[src/rtl/mips_register_file_gen.sv]
// Multi-port register file with a self-clearing sequencer that zeroes every entry after reset or on clr.
// Optional macro REGFILE_BYPASS_EN: write-first read bypass. Without it, reads return the pre-write contents.
module mips_register_file_gen #(
  parameter int AWL      = 5,
  parameter int DWL      = 32,
  parameter int NRP      = 2,
  parameter int ZERO_REG = 1
) (
  input  logic                 clk,
  input  logic                 rst_n,
  input  logic                 wen,
  input  logic [AWL-1:0]       WA,
  input  logic [DWL-1:0]       WD,
  input  logic                 clr,
  input  logic [NRP*AWL-1:0]   RA,
  output logic [NRP*DWL-1:0]   RD,
  output logic                 busy
);

  localparam int DEPTH = 1 << AWL;
  localparam logic [AWL-1:0] LAST_ADDR = {AWL{1'b1}};

  typedef enum logic {
    ST_CLEAR = 1'b0,
    ST_IDLE  = 1'b1
  } state_e;

  state_e         state_q, state_d;
  logic [AWL-1:0] ccnt_q, ccnt_d;

  logic [DWL-1:0] mem_q [DEPTH];
  logic           mem_we;
  logic [AWL-1:0] mem_wa;
  logic [DWL-1:0] mem_wd;

  logic wa_is_zero_reg;
  assign wa_is_zero_reg = (ZERO_REG != 0) && (WA == '0);

  // NOTE: every signal written here gets a default first, so no path leaves it unassigned and no latch is inferred.
  always_comb begin
    state_d = state_q;
    ccnt_d  = ccnt_q;
    mem_we  = 1'b0;
    mem_wa  = WA;
    mem_wd  = WD;
    unique case (state_q)
      ST_CLEAR: begin
        // The sequencer owns the write port; wen and clr are ignored here.
        mem_we = 1'b1;
        mem_wa = ccnt_q;
        mem_wd = '0;
        if (ccnt_q == LAST_ADDR) begin
          state_d = ST_IDLE;
          ccnt_d  = '0;
        end else begin
          ccnt_d = ccnt_q + 1'b1;
        end
      end
      ST_IDLE: begin
        if (clr) begin
          state_d = ST_CLEAR;
          ccnt_d  = '0;
        end else if (wen && !wa_is_zero_reg) begin
          mem_we = 1'b1;
        end
      end
      default: begin
        state_d = ST_CLEAR;
        ccnt_d  = '0;
      end
    endcase
  end

  // NOTE: sequential state uses non-blocking assignments so every flop samples pre-edge values.
  always_ff @(posedge clk or negedge rst_n) begin
    if (!rst_n) begin
      state_q <= ST_CLEAR;
      ccnt_q  <= '0;
    end else begin
      state_q <= state_d;
      ccnt_q  <= ccnt_d;
    end
  end

  // NOTE: storage has no reset; the clear sequencer zeroes it, which keeps it mappable to RAM.
  always_ff @(posedge clk) begin
    if (mem_we) begin
      mem_q[mem_wa] <= mem_wd;
    end
  end

  assign busy = (state_q == ST_CLEAR);

  always_comb begin
    RD = '0;
    if (state_q == ST_IDLE) begin
      for (int p = 0; p < NRP; p++) begin
        if (!((ZERO_REG != 0) && (RA[p*AWL +: AWL] == '0))) begin
          RD[p*DWL +: DWL] = mem_q[RA[p*AWL +: AWL]];
`ifdef REGFILE_BYPASS_EN
          // mem_we in IDLE already excludes clr collisions and the zero register.
          if (mem_we && (RA[p*AWL +: AWL] == WA)) begin
            RD[p*DWL +: DWL] = WD;
          end
`endif
        end
      end
    end
  end

endmodule
[config.mk]
export PLATFORM = sky130hd
export DESIGN_NAME = mips_register_file_gen
export DESIGN_NICKNAME = d
export VERILOG_FILES = /design/src/rtl/mips_register_file_gen.sv
export SDC_FILE = /design/constraint.sdc
export NUM_CORES = 1
export LEC_CHECK = 0
export CORE_UTILIZATION = 55
export CTS_CLUSTER_DIAMETER = 100
export DETAILED_ROUTE_END_ITERATION = 8
export DONT_BUFFER_PORTS = 1
export PLACE_DENSITY = 0.68
export SLEW_MARGIN = 40
export SYNTH_ARGS = -nofsm -noshare
export SYNTH_HDL_FRONTEND = slang
export SYNTH_SLANG_ARGS = --single-unit
[constraint.sdc]
create_clock -name clk -period 3.52 [get_ports clk]
set_input_delay 0.704 -clock clk [delete_from_list [all_inputs] [get_ports clk]]
set_output_delay 0.704 -clock clk [all_outputs]
set_load 0.02 [all_outputs]
==> impl_metrics.env <==
export IMPL_ys_seq_area_share_pct=63.7
export IMPL_violations="max-slew violations, negative setup slack"
export IMPL_cts_buffers=101
export IMPL_portBuffers=0
export IMPL_drc_errors=0
export IMPL_cp_arrival_ps=3440
export IMPL_setup_viol=24
export IMPL_first_pass_iters=6
export IMPL_dpl_cell_area_um2=49700
export IMPL_cts_sinks=998
export IMPL_area_growth_pct=13.5
export IMPL_ys_warn_count=0
export IMPL_status="finished, violations left"
export IMPL_fin_setup_tns_ps=-7620
export IMPL_first_global_vias=30200
export IMPL_drt_iter0_markers=4028
export IMPL_ys_ff_latch=998
export IMPL_cts_root_buffer="clkbuf_16"
export IMPL_finClkSkew_ps=26.6
export IMPL_syn_nets=2906
export IMPL_cp_max_fo=354
export IMPL_htreeDepth=3
export IMPL_ir_drop_mv=0.699
export IMPL_worstSetupPathType="input port to output port"
export IMPL_syn_inst=2853
export IMPL_maxSlewHeadroom_pct=-51.5
export IMPL_via_count=30000
export IMPL_synth_edf_count=992
export IMPL_p_leak_uw=0.0184
export IMPL_cts_clk_slew_worst_paths_ps=60
export IMPL_clockBufferDepth=3
export IMPL_cp_required_ps=2820
export IMPL_io_pin_count=116
export IMPL_grt_overflow=0
export IMPL_dp_hpwl_um=83700
export IMPL_layout_worst_path_cycle_share_pct=118
export IMPL_die_w_um=294
export IMPL_coreArea_um2=84100
export IMPL_dieArea_um2=86600
export IMPL_post_route_min_period_ps=4150
export IMPL_hp_class="input port to flop"
export IMPL_syn_area_per_cell_um2=16.5
export IMPL_synth_ff_type="edfxtp_1"
export IMPL_maxCapViolCount=0
export IMPL_fin_ws_ps=-625
export IMPL_die_y_um=294
export IMPL_crit_path_start_kind="input port"
export IMPL_finish_instance_area_um2=53300
export IMPL_p_per_area_nw_per_um2=581
export IMPL_antenna_found_initial=3
export IMPL_rsz0062_at_grt="no"
export IMPL_critPathCaptureType="output port"
export IMPL_yosysTopAreaCell="edfxtp_1"
export IMPL_yosys_area_top_type_share_pct=63.4
export IMPL_clk_latency_ps=670
export IMPL_grt_pass1_wl_um=208000
export IMPL_synth_area_leaders="edfxtp_1 63%, mux2i_1 12%, mux4_2 9.2%"
export IMPL_fmax_mhz=241
export IMPL_wl_um=146000
export IMPL_routabilityCongestion=0.881
export IMPL_synth_cell_area_um2=47000
export IMPL_num_rows=106
export IMPL_hold_viol=0
export IMPL_drive_above_1_share_pct=22.8
export IMPL_grt_use_total_pct=33.8
export IMPL_start_util_pct=55.9
export IMPL_cts_tree="yes"
export IMPL_grt_start_max_net_pins=355
export IMPL_nNetsFinal=2956
export IMPL_finish_utilization_pct=63.4
export IMPL_ant_nets=0
export IMPL_report_final_slew_viol_count=176
export IMPL_hold_ws_ps=102
export IMPL_async_reset_ff_share_pct=0.601
export IMPL_yosysUniqueCellTypes=43
export IMPL_via_per_inst=7.27
export IMPL_wl_per_cell_um=35.4
export IMPL_worst_pin_slew_ps=2270
-- kinds of logic (layout without fill, tap and decap cells) --
| logic type | Yosys count | in the layout | share of synthesized area (%) |
|---|---|---|---|
| flip-flops | 998 | 998 | 63.7 |
| multiplexers | 770 | 770 | 21.5 |
| AO/OA/AOI/OAI | 527 | 527 | 8.55 |
| AND/OR/NAND/NOR | 315 | 315 | 3.28 |
| buffers and inverters | 240 | 371 | 2.87 |
| adder cells (fa/ha/maj) | 2 | 2 | 0.0532 |
| XOR/XNOR | 1 | 1 | 0.0186 |
| other | 0 | 3 | 0 |
-- power by group --
group / internal, µW / switching [µW]
clock: 5850 / 4470
sequential: 14800 / 487
combinational: 1870 / 3540
total: 22500 / 8500
-- synthesized netlist by cell type (33+ instances only) --
master,number
mux2i_1,577
o21ai_0,48
nand4_1,64
mux4_2,192
clkbuf_1,70
o22ai_1,192
buf_4,33
nand2_1,142
edfxtp_1,992
nor2_1,40
buf_2,104
a22oi_1,192
and2_1,35
a221oi_2,60
-- sequential cells by signal, summed over array words and instances, names as in the netlist --
signal and count:
mem_q 992, state_q 1, ccnt_q 5
-- layout make-up --
class,instances,area (µm²)
Clock buffer,124,2660
Clock inverter,60,477
Timing Repair Buffer,180,2470
Antenna cell,3,7.51
Sequential cell,998,29900
Inverter,7,26.3
Fill cell,5940,30800
Multi-Input combinational cell,1615,16300
Tap cell,1134,1420
-- final timing paths --
check	startpoint	to	slack, ps	depth (start not counted)
worst min-delay path	clr	ccnt_q[4]	100	1
worst max register to register	state_q	mem_q[30][15]	450	9
worst max-delay path	RA[6]	RD[33]	-630	5
worst min register to register	ccnt_q[0]	ccnt_q[0]	540	1
max in group asynchronous	rst_n	state_q	2930	1
min in group asynchronous	rst_n	ccnt_q[1]	340	1
-- layout by cell type, fill, tap and decap left out, types with 28 or more instances in the layout --
master and instances:
buf_12 81, mux4_2 192, clkinv_1 28, nor2_4 36, a22oi_1 173, a221oi_2 50, nand2_1 142, and2_2 32
mux2i_1 577, clkbuf_16 104, edfxtp_1 992, nand4_1 64, o22ai_1 192, o21ai_0 48, buf_4 88
-- stage by stage --
| stage | power, µW | worst slack (ps) | instances |
|---|---|---|---|
| finish | 31000 | -625 | 4121 |
| global placement | 20300 | 313 | 3924 |
| CTS | 30900 | -24.7 | 4116 |
| floorplan | 18300 | 420 | 2853 |
| global route | 31700 | 0.418 | 4121 |
| detailed placement | 20600 | 339 | 3926 |
-- what timing repair did --
item                       in CTS  in global routing
setup buffers                   2                  1
hold endpoints to repair        6                  0
pin swaps                      14                 12
gates cloned                    3                  1
hold buffers                    1                  0
resized for setup              33                 13
setup endpoints to repair      64                 48
-- critical path, stage by stage --
cell and delay [ps]:
mux2i_1 730, o22ai_1 150, o21ai_0 260, nand4_1 290, buf_12 230
-- layer usage --
metal	routed length (µm)	GRT usage [%]	share of wire, %
met1	55000	46.2	38
met2	66900	51.6	46
met3	17200	8.64	12
met4	6750	14.5	4.6
met5	0	0	0
No activity file was read; power rests on OpenSTA's default activity.
